$ cat config.mk
export PLATFORM = sky130hd
export DESIGN_NAME = pll_phase_ctrl_flat
export DESIGN_NICKNAME = d
export VERILOG_FILES = /design/src/rtl/pll_phase_ctrl_if.sv /design/src/rtl/pll_phase_ctrl.sv /design/src/flat_wrapper.sv
export SDC_FILE = /design/constraint.sdc
export NUM_CORES = 1
export LEC_CHECK = 0
export BUFFER_PORTS_ARGS = -buffer_cell sky130_fd_sc_hd__buf_2
export CAP_MARGIN = 20
export CORE_MARGIN = 2
export CORE_UTILIZATION = 60
export DETAILED_ROUTE_END_ITERATION = 8
export HOLD_SLACK_MARGIN = 0.02
export PLACE_DENSITY_LB_ADDON = 0.08
export REMOVE_ABC_BUFFERS = 1
export SLEW_MARGIN = 10
export SYNTH_ARGS = -nofsm -noshare
export SYNTH_HDL_FRONTEND = slang
export SYNTH_SLANG_ARGS = --single-unit
$ cat constraint.sdc
create_clock -name clk_i -period 4.5 [get_ports clk_i]
set_clock_uncertainty 0.15 [all_clocks]
set_input_delay 0.675 -clock clk_i [delete_from_list [all_inputs] [get_ports clk_i]]
set_output_delay 0.675 -clock clk_i [all_outputs]
set_load 0.03 [all_outputs]
$ cat src/rtl/pll_phase_ctrl_if.sv
// pll_phase_ctrl_if
// Command channel between a sequencer and pll_phase_ctrl.
//   cmd_valid  : phase-shift request
//   cmd_ready  : request accepted on a clock edge when valid and ready are both 1
//   cmd_cntsel : PLL output counter to shift
//   cmd_updn   : 1 = advance, 0 = retard
//   cmd_steps  : total phase steps requested
//   busy       : command in progress
//   done       : one-cycle pulse, command completed
//   err        : one-cycle pulse, command aborted
interface pll_phase_ctrl_if;
   logic        cmd_valid;
   logic        cmd_ready;
   logic [4:0]  cmd_cntsel;
   logic        cmd_updn;
   logic [15:0] cmd_steps;
   logic        busy;
   logic        done;
   logic        err;

   modport master (
      output cmd_valid, cmd_cntsel, cmd_updn, cmd_steps,
      input  cmd_ready, busy, done, err
   );

   modport slave (
      input  cmd_valid, cmd_cntsel, cmd_updn, cmd_steps,
      output cmd_ready, busy, done, err
   );
endinterface

$ cat src/rtl/pll_phase_ctrl.sv
// pll_phase_ctrl
// Splits a phase-shift command into bursts of at most G_MAX_BURST steps and
// drives the PLL dynamic phase-shift port (cntsel/updn/num_phase_shifts/phase_en),
// handshaking each burst on the PLL phase_done signal.
//   clk_i                  : controller clock (also the PLL scanclk)
//   rst_n_i                : asynchronous active-low reset
//   cmd                    : command channel (slave side)
//   pll_locked_i           : PLL lock, asynchronous
//   pll_phase_done_i       : PLL phase_done, asynchronous
//   pll_cntsel_o           : PLL counter select
//   pll_num_phase_shifts_o : steps in the current burst
//   pll_updn_o             : PLL shift direction
//   pll_phase_en_o         : PLL phase_en, registered, 2-cycle pulse per burst
//
// state   | meaning
// IDLE    | waiting for a command, ready when lock is up
// SETUP   | burst size and PLL controls presented for one cycle
// PULSE   | phase_en high for two cycles
// WAIT_LO | waiting for phase_done to fall (timed)
// WAIT_HI | waiting for phase_done to rise again (timed)
// NEXT    | retire the burst, finish or start the next one
module pll_phase_ctrl #(
   parameter int G_MAX_BURST = 7,
   parameter int G_TIMEOUT   = 1023
) (
   input  logic                   clk_i,
   input  logic                   rst_n_i,
   pll_phase_ctrl_if.slave        cmd,
   input  logic                   pll_locked_i,
   input  logic                   pll_phase_done_i,
   output logic [4:0]             pll_cntsel_o,
   output logic [2:0]             pll_num_phase_shifts_o,
   output logic                   pll_updn_o,
   output logic                   pll_phase_en_o
);

   localparam logic [2:0] S_IDLE    = 3'd0;
   localparam logic [2:0] S_SETUP   = 3'd1;
   localparam logic [2:0] S_PULSE   = 3'd2;
   localparam logic [2:0] S_WAIT_LO = 3'd3;
   localparam logic [2:0] S_WAIT_HI = 3'd4;
   localparam logic [2:0] S_NEXT    = 3'd5;

   localparam int TW = $clog2(G_TIMEOUT + 1);

   logic          lock_q1, lock_s;
   logic          pd_q1, pd_s;
   logic [2:0]    state_q, state_d;
   logic [15:0]   rem_q, rem_d;
   logic [2:0]    burst_q, burst_d;
   logic [4:0]    cntsel_q, cntsel_d;
   logic          updn_q, updn_d;
   logic          pe_q, pe_d;
   logic          pcnt_q, pcnt_d;
   logic [TW-1:0] tmo_q, tmo_d;
   logic          done_q, done_d;
   logic          err_q, err_d;
   logic          ready_w;
   logic          tmo_hit;
   logic          abort;

   // Burst never exceeds the remaining count, so rem cannot underflow.
   function automatic logic [2:0] f_burst(input logic [15:0] v);
      if (v < 16'(G_MAX_BURST)) return v[2:0];
      else                      return 3'(G_MAX_BURST);
   endfunction

   assign ready_w                = (state_q == S_IDLE) && lock_s;
   assign cmd.cmd_ready          = ready_w;
   assign cmd.busy               = (state_q != S_IDLE);
   assign cmd.done               = done_q;
   assign cmd.err                = err_q;
   assign pll_cntsel_o           = cntsel_q;
   assign pll_updn_o             = updn_q;
   assign pll_num_phase_shifts_o = burst_q;
   assign pll_phase_en_o         = pe_q;

   always_comb begin
      state_d  = state_q;
      rem_d    = rem_q;
      burst_d  = burst_q;
      cntsel_d = cntsel_q;
      updn_d   = updn_q;
      pe_d     = pe_q;
      pcnt_d   = pcnt_q;
      tmo_d    = tmo_q;
      done_d   = 1'b0;
      err_d    = 1'b0;
      tmo_hit  = 1'b0;

      case (state_q)
         S_IDLE: begin
            if (cmd.cmd_valid && ready_w) begin
               cntsel_d = cmd.cmd_cntsel;
               updn_d   = cmd.cmd_updn;
               rem_d    = cmd.cmd_steps;
               if (cmd.cmd_steps == 16'd0) begin
                  done_d = 1'b1;
               end else begin
                  // Burst is registered here so the PLL controls are
                  // already valid throughout SETUP.
                  burst_d = f_burst(cmd.cmd_steps);
                  state_d = S_SETUP;
               end
            end
         end
         S_SETUP: begin
            pe_d    = 1'b1;
            pcnt_d  = 1'b0;
            state_d = S_PULSE;
         end
         S_PULSE: begin
            if (pcnt_q) begin
               pe_d    = 1'b0;
               tmo_d   = '0;
               state_d = S_WAIT_LO;
            end else begin
               pcnt_d = 1'b1;
            end
         end
         S_WAIT_LO: begin
            tmo_d = tmo_q + TW'(1);
            if (!pd_s)                                state_d = S_WAIT_HI;
            else if (tmo_q == TW'(G_TIMEOUT - 1))     tmo_hit = 1'b1;
         end
         S_WAIT_HI: begin
            tmo_d = tmo_q + TW'(1);
            if (pd_s)                                 state_d = S_NEXT;
            else if (tmo_q == TW'(G_TIMEOUT - 1))     tmo_hit = 1'b1;
         end
         S_NEXT: begin
            rem_d = rem_q - {13'd0, burst_q};
            if (rem_d == 16'd0) begin
               done_d  = 1'b1;
               state_d = S_IDLE;
            end else begin
               burst_d = f_burst(rem_d);
               state_d = S_SETUP;
            end
         end
         default: state_d = S_IDLE;
      endcase

      // Lock loss or timeout overrides every other transition, including done.
      abort = ((state_q != S_IDLE) && !lock_s) || tmo_hit;
      if (abort) begin
         err_d   = 1'b1;
         done_d  = 1'b0;
         pe_d    = 1'b0;
         rem_d   = '0;
         tmo_d   = '0;
         state_d = S_IDLE;
      end
   end

   always_ff @(posedge clk_i or negedge rst_n_i) begin
      if (!rst_n_i) begin
         lock_q1  <= 1'b0;
         lock_s   <= 1'b0;
         pd_q1    <= 1'b0;
         pd_s     <= 1'b0;
         state_q  <= S_IDLE;
         rem_q    <= '0;
         burst_q  <= '0;
         cntsel_q <= '0;
         updn_q   <= 1'b0;
         pe_q     <= 1'b0;
         pcnt_q   <= 1'b0;
         tmo_q    <= '0;
         done_q   <= 1'b0;
         err_q    <= 1'b0;
      end else begin
         lock_q1  <= pll_locked_i;
         lock_s   <= lock_q1;
         pd_q1    <= pll_phase_done_i;
         pd_s     <= pd_q1;
         state_q  <= state_d;
         rem_q    <= rem_d;
         burst_q  <= burst_d;
         cntsel_q <= cntsel_d;
         updn_q   <= updn_d;
         pe_q     <= pe_d;
         pcnt_q   <= pcnt_d;
         tmo_q    <= tmo_d;
         done_q   <= done_d;
         err_q    <= err_d;
      end
   end

endmodule
$ cat src/flat_wrapper.sv
// flat-port wrapper written by rule: the top's interface ports become plain ports
module pll_phase_ctrl_flat 
#(
   parameter int G_MAX_BURST = 7,
   parameter int G_TIMEOUT   = 1023
)
  (clk_i, rst_n_i, pll_locked_i, pll_phase_done_i, pll_cntsel_o, pll_num_phase_shifts_o, pll_updn_o, pll_phase_en_o, cmd_cmd_valid, cmd_cmd_cntsel, cmd_cmd_updn, cmd_cmd_steps, cmd_cmd_ready, cmd_busy, cmd_done, cmd_err);
  pll_phase_ctrl_if cmd_i ();
  input  logic clk_i;
  input  logic rst_n_i;
  input  logic pll_locked_i;
  input  logic pll_phase_done_i;
  output logic [4:0] pll_cntsel_o;
  output logic [2:0] pll_num_phase_shifts_o;
  output logic pll_updn_o;
  output logic pll_phase_en_o;
  input wire logic [$bits(cmd_i.cmd_valid)-1:0] cmd_cmd_valid;
  input wire logic [$bits(cmd_i.cmd_cntsel)-1:0] cmd_cmd_cntsel;
  input wire logic [$bits(cmd_i.cmd_updn)-1:0] cmd_cmd_updn;
  input wire logic [$bits(cmd_i.cmd_steps)-1:0] cmd_cmd_steps;
  output wire logic [$bits(cmd_i.cmd_ready)-1:0] cmd_cmd_ready;
  output wire logic [$bits(cmd_i.busy)-1:0] cmd_busy;
  output wire logic [$bits(cmd_i.done)-1:0] cmd_done;
  output wire logic [$bits(cmd_i.err)-1:0] cmd_err;
  assign cmd_i.cmd_valid = cmd_cmd_valid;
  assign cmd_i.cmd_cntsel = cmd_cmd_cntsel;
  assign cmd_i.cmd_updn = cmd_cmd_updn;
  assign cmd_i.cmd_steps = cmd_cmd_steps;
  assign cmd_cmd_ready = cmd_i.cmd_ready;
  assign cmd_busy = cmd_i.busy;
  assign cmd_done = cmd_i.done;
  assign cmd_err = cmd_i.err;
  pll_phase_ctrl #(.G_MAX_BURST(G_MAX_BURST), .G_TIMEOUT(G_TIMEOUT)) u_core (.clk_i(clk_i), .rst_n_i(rst_n_i), .cmd(cmd_i), .pll_locked_i(pll_locked_i), .pll_phase_done_i(pll_phase_done_i), .pll_cntsel_o(pll_cntsel_o), .pll_num_phase_shifts_o(pll_num_phase_shifts_o), .pll_updn_o(pll_updn_o), .pll_phase_en_o(pll_phase_en_o));
endmodule
======== Word level (Yosys, flattened, before mapping) ========
Cells that the tools add are included.
operators by class
  reduce and logical (&&, ||, !) cells .... 21
  shift-type cells ........................ 0
  order comparisons ....................... 2
  equal/unequal tests ..................... 14
  multiply operators ...................... 0
  $add $sub $neg .......................... 2
  bitwise logic cells ..................... 0
  mux-type cells .......................... 34
  div/mod/pow operators ................... 0
operators with widths
  operator                                                     count
  2-to-1 mux 3 bit                                             11
  zero test 16 bit                                             2
  less-than comparator 16 x 3 -> 1 bit, second input constant  2
  2-to-1 mux 16 bit                                            2
  one-hot mux 16 bit (2 select lines)                          1
  2-to-1 mux 10 bit                                            2
  one-hot mux 10 bit (2 select lines)                          1
  one-hot mux 3 bit (6 select lines)                           1
  subtractor 16 x 3 -> 16 bit                                  1
  nonzero test 3 bit                                           4
  2-to-1 mux 1 bit                                             11
  adder 10 x 1 -> 10 bit, second input constant                1
  equality test 10 bit, second input constant                  1
  one-hot mux 1 bit (2 select lines)                           4
  AND reduction 2 bit                                          4
  equality test 3 x 2 -> 1 bit, second input constant          2
  equality test 3 bit, second input constant                   2
  != test 2 bit, second input constant                         3
  != test 3 x 1 -> 1 bit, second input constant                2
  != test 3 x 2 -> 1 bit, second input constant                2
  one-hot mux 3 bit (2 select lines)                           1
  AND reduction 5 bit                                          1
  AND reduction 4 bit                                          1
  nonzero test 2 bit                                           2
  7 further kinds                                              9
storage, ports and cells
  word-level logic and storage cells ...... 87
  bits in registers ....................... 46
  bits in writable memories ............... 0
  latch bits .............................. 0
  memories kept ........................... 0
  bits in read-only memories .............. 0
  bits of input ports ..................... 27
  output and inout port bits .............. 14

======== Longest topological paths before layout ========
  depth in word-level cells ............... 7
  depth in mapped cells ................... 11
  gate-level depth less buffers ........... 11

======== Least setup slack after synthesis ========
Ideal clock, no wire load.
  kind .................................... register to register
  from .................................... register u_core.burst_q[0] (netlist: u_core.pll_num_phase_shifts_o[0])
  to ...................................... register u_core.burst_q[0] (netlist: u_core.pll_num_phase_shifts_o[0])
  arrival time ............................ 2986 ps
  path buffers ............................ 0
  setup time .............................. 128 ps
  data required time ...................... 4222 ps
  period minus slack after synthesis ...... 3263 ps
  setup slack ............................. 1237 ps
  stages on the path, launching flop included .. 11
  cell sequence ........................... dfrtp_1 -> ha_1 -> inv_1 -> fa_1 -> a211oi_1 -> xnor2_1 -> nand3_1 -> or4b_4 -> nor4_2 -> o21ai_2 -> mux2_1
between the ends
  longest elaborated chain between the ends .. 5
  elaborated cells on any way between the ends .. 8
  classes of those cells .................. add/sub: 1; order compare: 1; eq/ne: 1; mux: 3; reduce/logical: 2
ends and longest elaborated chain
  what                                  RTL line               source
  from (decl)                           pll_phase_ctrl.sv:50   logic [2:0] burst_q, burst_d;
  from (signal assigned)                pll_phase_ctrl.sv:179  burst_q <= burst_d;
  subtractor 16 x 3 -> 16 bit (*)       pll_phase_ctrl.sv:132  rem_d = rem_q - {13'd0, burst_q};
  less-than comparator 16 x 3 -> 1 bit  pll_phase_ctrl.sv:64   if (v < 16'(G_MAX_BURST)) return v[2:0];
  2-to-1 mux 3 bit                      pll_phase_ctrl.sv:64
  2-to-1 mux 3 bit                      pll_phase_ctrl.sv:133  if (rem_d == 16'd0) begin
  one-hot mux 3 bit (2 select lines)    pll_phase_ctrl.sv:91   case (state_q)
Every way passes the cells marked *; elsewhere a longest branch is shown, timed or not. The select of a mux whose other input is x is not followed.
A chain may end at the register's enable or synchronous reset.

======== Worst setup path in the final report ========
  from .................................... register u_core.rem_q[0]
  to ...................................... register u_core.burst_q[1] (netlist: u_core.pll_num_phase_shifts_o[1])
between the ends
  longest elaborated chain between the ends .. 5
  elaborated cells on any way between the ends .. 8
  classes of those cells .................. add/sub: 1; order compare: 1; eq/ne: 1; mux: 3; reduce/logical: 2
ends and longest elaborated chain
  what                                  RTL line               source
  from (decl)                           pll_phase_ctrl.sv:49   logic [15:0] rem_q, rem_d;
  from (signal assigned)                pll_phase_ctrl.sv:178  rem_q <= rem_d;
  subtractor 16 x 3 -> 16 bit (*)       pll_phase_ctrl.sv:132
  less-than comparator 16 x 3 -> 1 bit  pll_phase_ctrl.sv:64
  2-to-1 mux 3 bit                      pll_phase_ctrl.sv:64
  2-to-1 mux 3 bit                      pll_phase_ctrl.sv:133
  one-hot mux 3 bit (2 select lines)    pll_phase_ctrl.sv:91
Marks and branches as above.

==> metrics.yaml <==
r2r_end: "u_core.pll_num_phase_shifts_o[1]"
timing.final.crit_share_pct: 74.7
routed_via_density: 6.08
synthCells: 327
place_congestion: 0.931
arrival_ns: 3.40
ys_warn_count: 0
ctsRootBufferMaster: "clkbuf_8"
crit_chain: "inv_1, ha_1, inv_1, fa_1, a211oi_1, xnor2_1, nand3_1, or4b_4, nor4_2, o21ai_2, mux2_1"
synthSimpleGateAreaFrac_pct: 28.3
crit_slowest_cell: "or4b_4"
post-dp-hpwl_microns: 4310
final.setup.tns_ns: 0
first_pass_iters: 4
hp-class: "in2async"
die_w_microns: 71.3
vdd_ir_drop_max_mv: 0.307
diodes: 0
portBuffers: 40
ant_nets: 0
nets: 394
worst_r2r_startpoint: "u_core.rem_q[0]"
startpoint_type: "flop"
async_flop_share_pct: 100
r2r_slack_ns: 1.14
setup_ws_ns: 1.14
synth_compound_area_share_pct: 19.3
clk_latency_ns: 0.30
rsz0062_at_grt: "no"
drt-total-wl_microns: 6340
worstSetupPathType: "reg2reg"
endpoint_kind: "flop"
layout_min_cycle_time_ns: 3.36
antenna_found_initial: 0
max_stage_delay_ns: 0.52
place_area_sq_um: 2930
cp_num_cells: 11
synth_edf_count: 0
path_delay_family: "simple AND/OR/NAND/NOR gates"
ys.flop_type: "dfrtp_1"
area_growth_pct: 12.8
clkTransAtPathRegs_ns: 0.09
ctsResizeCount: 0
cts_made_buffers: 5
ys_seq_elements: 46
whs_ns: 0.138
htreeDepth: 2
synthXorXnorAreaFrac_pct: 0.967
post_cts_buffers: 0
muxShareOfSynthArea_pct: 1.24
core.rowCount: 24
critical_path_buf_inv_count: 2
crit_start: "u_core.rem_q[0]"
pre_cts_ws_ns: 1.17
synth_top_family_by_area: "simple AND/OR/NAND/NOR gates"
yosysSeqAreaShare_pct: 42.4
wl_per_cell_microns: 15.3
crit_path_frequent_cell: "inv_1"
fin_area_sq_um: 3060
fmax_ghz: 0.298
slew-limit-headroom_pct: 30.9
drv_slew: 0
rr_worst_depth: 11
cts_max_path_buffers: 2
maxCapViolations: 0
vias: 2509
core_area_sq_um: 4350
die-area_sq_um: 5080
drt_iter0_markers: 168
finalHoldViolCount: 0
power.density_nw_per_um2: 602
path_max_fanout: 3
cts.sinks: 46
yosysUniqueCellTypes: 49
syn_area_per_cell_sq_um: 8.31
initial_utilization_pct: 62.4
drcViolationCount: 0
crit_end: "u_core.pll_num_phase_shifts_o[1]"
ios: 41
drive_gt1_share_pct: 16.3
p_leak_uw: 0.00140
cp.required_ns: 4.53
fp.dieH_microns: 71.3
synthAdderAreaFrac_pct: 3.50
syn_area_sq_um: 2720
cts_tree: "done"
setup_violations: 0
grt_pass1_wl_microns: 10800
groute.usage.overall_pct: 26.6
grt_overflow: 0
worstMarginPinSlew_ns: 1.03
grt_pass1_vias: 2422
ctsHoldBuffers: 0
grt_max_degree: 47
status: "complete, no violations"
## cell families (layout without fill, tap and decap cells)
group | count (synthesis) | in the layout
XOR/XNOR | 3 | 3
AND/OR/NAND/NOR | 157 | 157
buffers and inverters | 30 | 64
flip-flops | 46 | 46
adder cells (fa/ha/maj) | 7 | 7
multiplexers | 3 | 3
AO/OA/AOI/OAI | 81 | 81
## synth_stat cells (3+ instances only)
cell      instances  share of area, %
a31oi_1           3              0.69
nand2_1          54               7.5
o21ai_0          26               4.8
nor3_1           11               2.0
or4_1             4               1.1
ha_1              6               2.8
a22oi_1           3              0.83
nor2b_1           7               1.6
dfrtp_1          46                42
mux2_1            3               1.2
clkbuf_1         16               2.2
a222oi_1          3               1.1
nand2b_1          3              0.69
o31ai_1           5               1.4
and3_1            3              0.69
o22ai_1           4              0.92
a311oi_1          4               1.3
a211oi_1          3              0.83
nand4_1           5               1.2
inv_1            12               1.7
or3_1             5               1.2
a21oi_1          13               2.4
nand3_1           9               1.7
nor2_1           34               4.7
nor4_1            9               2.1
## metal layers
| layer | wire (microns) | GRT usage [%] |
|---|---|---|
| met4 | 109 | 9.22 |
| met5 | 0 | 0 |
| met3 | 321 | 4.22 |
| met2 | 3180 | 44.8 |
| met1 | 2730 | 35.1 |
## state kept, by name, indices dropped and copies added, names as in the netlist, 3 cells and up
signal,flops
u_core.state_q,3
u_core.rem_q,16
u_core.pll_num_phase_shifts_o,3
u_core.tmo_q,10
u_core.pll_cntsel_o,5
## placed cells by master, fill, tap and decap left out, types with 3 or more instances in the layout
cell type / count
clkbuf_8: 5
a22oi_1: 3
nand2b_1: 3
dfrtp_1: 46
a211oi_1: 3
a222oi_1: 3
o22ai_1: 4
nand4_1: 5
nand3_1: 9
nor4_1: 9
o21ai_0: 26
a311oi_1: 4
a21oi_1: 13
mux2_1: 3
ha_1: 6
or3_1: 5
and3_1: 3
buf_2: 41
nand2_1: 54
or4_1: 4
inv_1: 12
o31ai_1: 5
a31oi_1: 3
nor2_1: 34
nor2b_1: 7
nor3_1: 11
## power breakdown
group | switching (uW) | internal [uW] | leakage, uW
Clock | 146 | 167 | 0.0000585
Sequential | 126 | 526 | 0.000592
Combinational | 568 | 311 | 0.000753
## metrics by stage
stage	power, uW	std cells	utilization [%]
2_1_floorplan	1280	309	-
6_report	1840	413	70.4
3_5_place_dp	1520	403	67.2
4_1_cts	1840	411	69.8
3_3_place_gp	1500	403	67.2
5_1_grt	1990	413	70.4
## how the worst min path moves through the flow
stage                               from                      to  cells past startpoint
final                            rst_n_i  u_core.pll_cntsel_o[3]                      1
after global routing             rst_n_i  u_core.pll_cntsel_o[3]                      1
after CTS                 u_core.lock_q1           u_core.lock_s                      0
after detailed placement  u_core.lock_q1           u_core.lock_s                      0
after global placement    u_core.lock_q1           u_core.lock_s                      0
after floorplan           u_core.lock_q1           u_core.lock_s                      0
## cell type report
cell class	count	area, sq um
inverters	12	45.0
clock inverters	3	43.8
well taps	52	65.1
fillers	348	1290
flip-flops and latches	46	1150
clock buffers	5	68.8
repair buffers	44	240
multi-input cells	251	1450
Power figures use the tool's default switching activity.
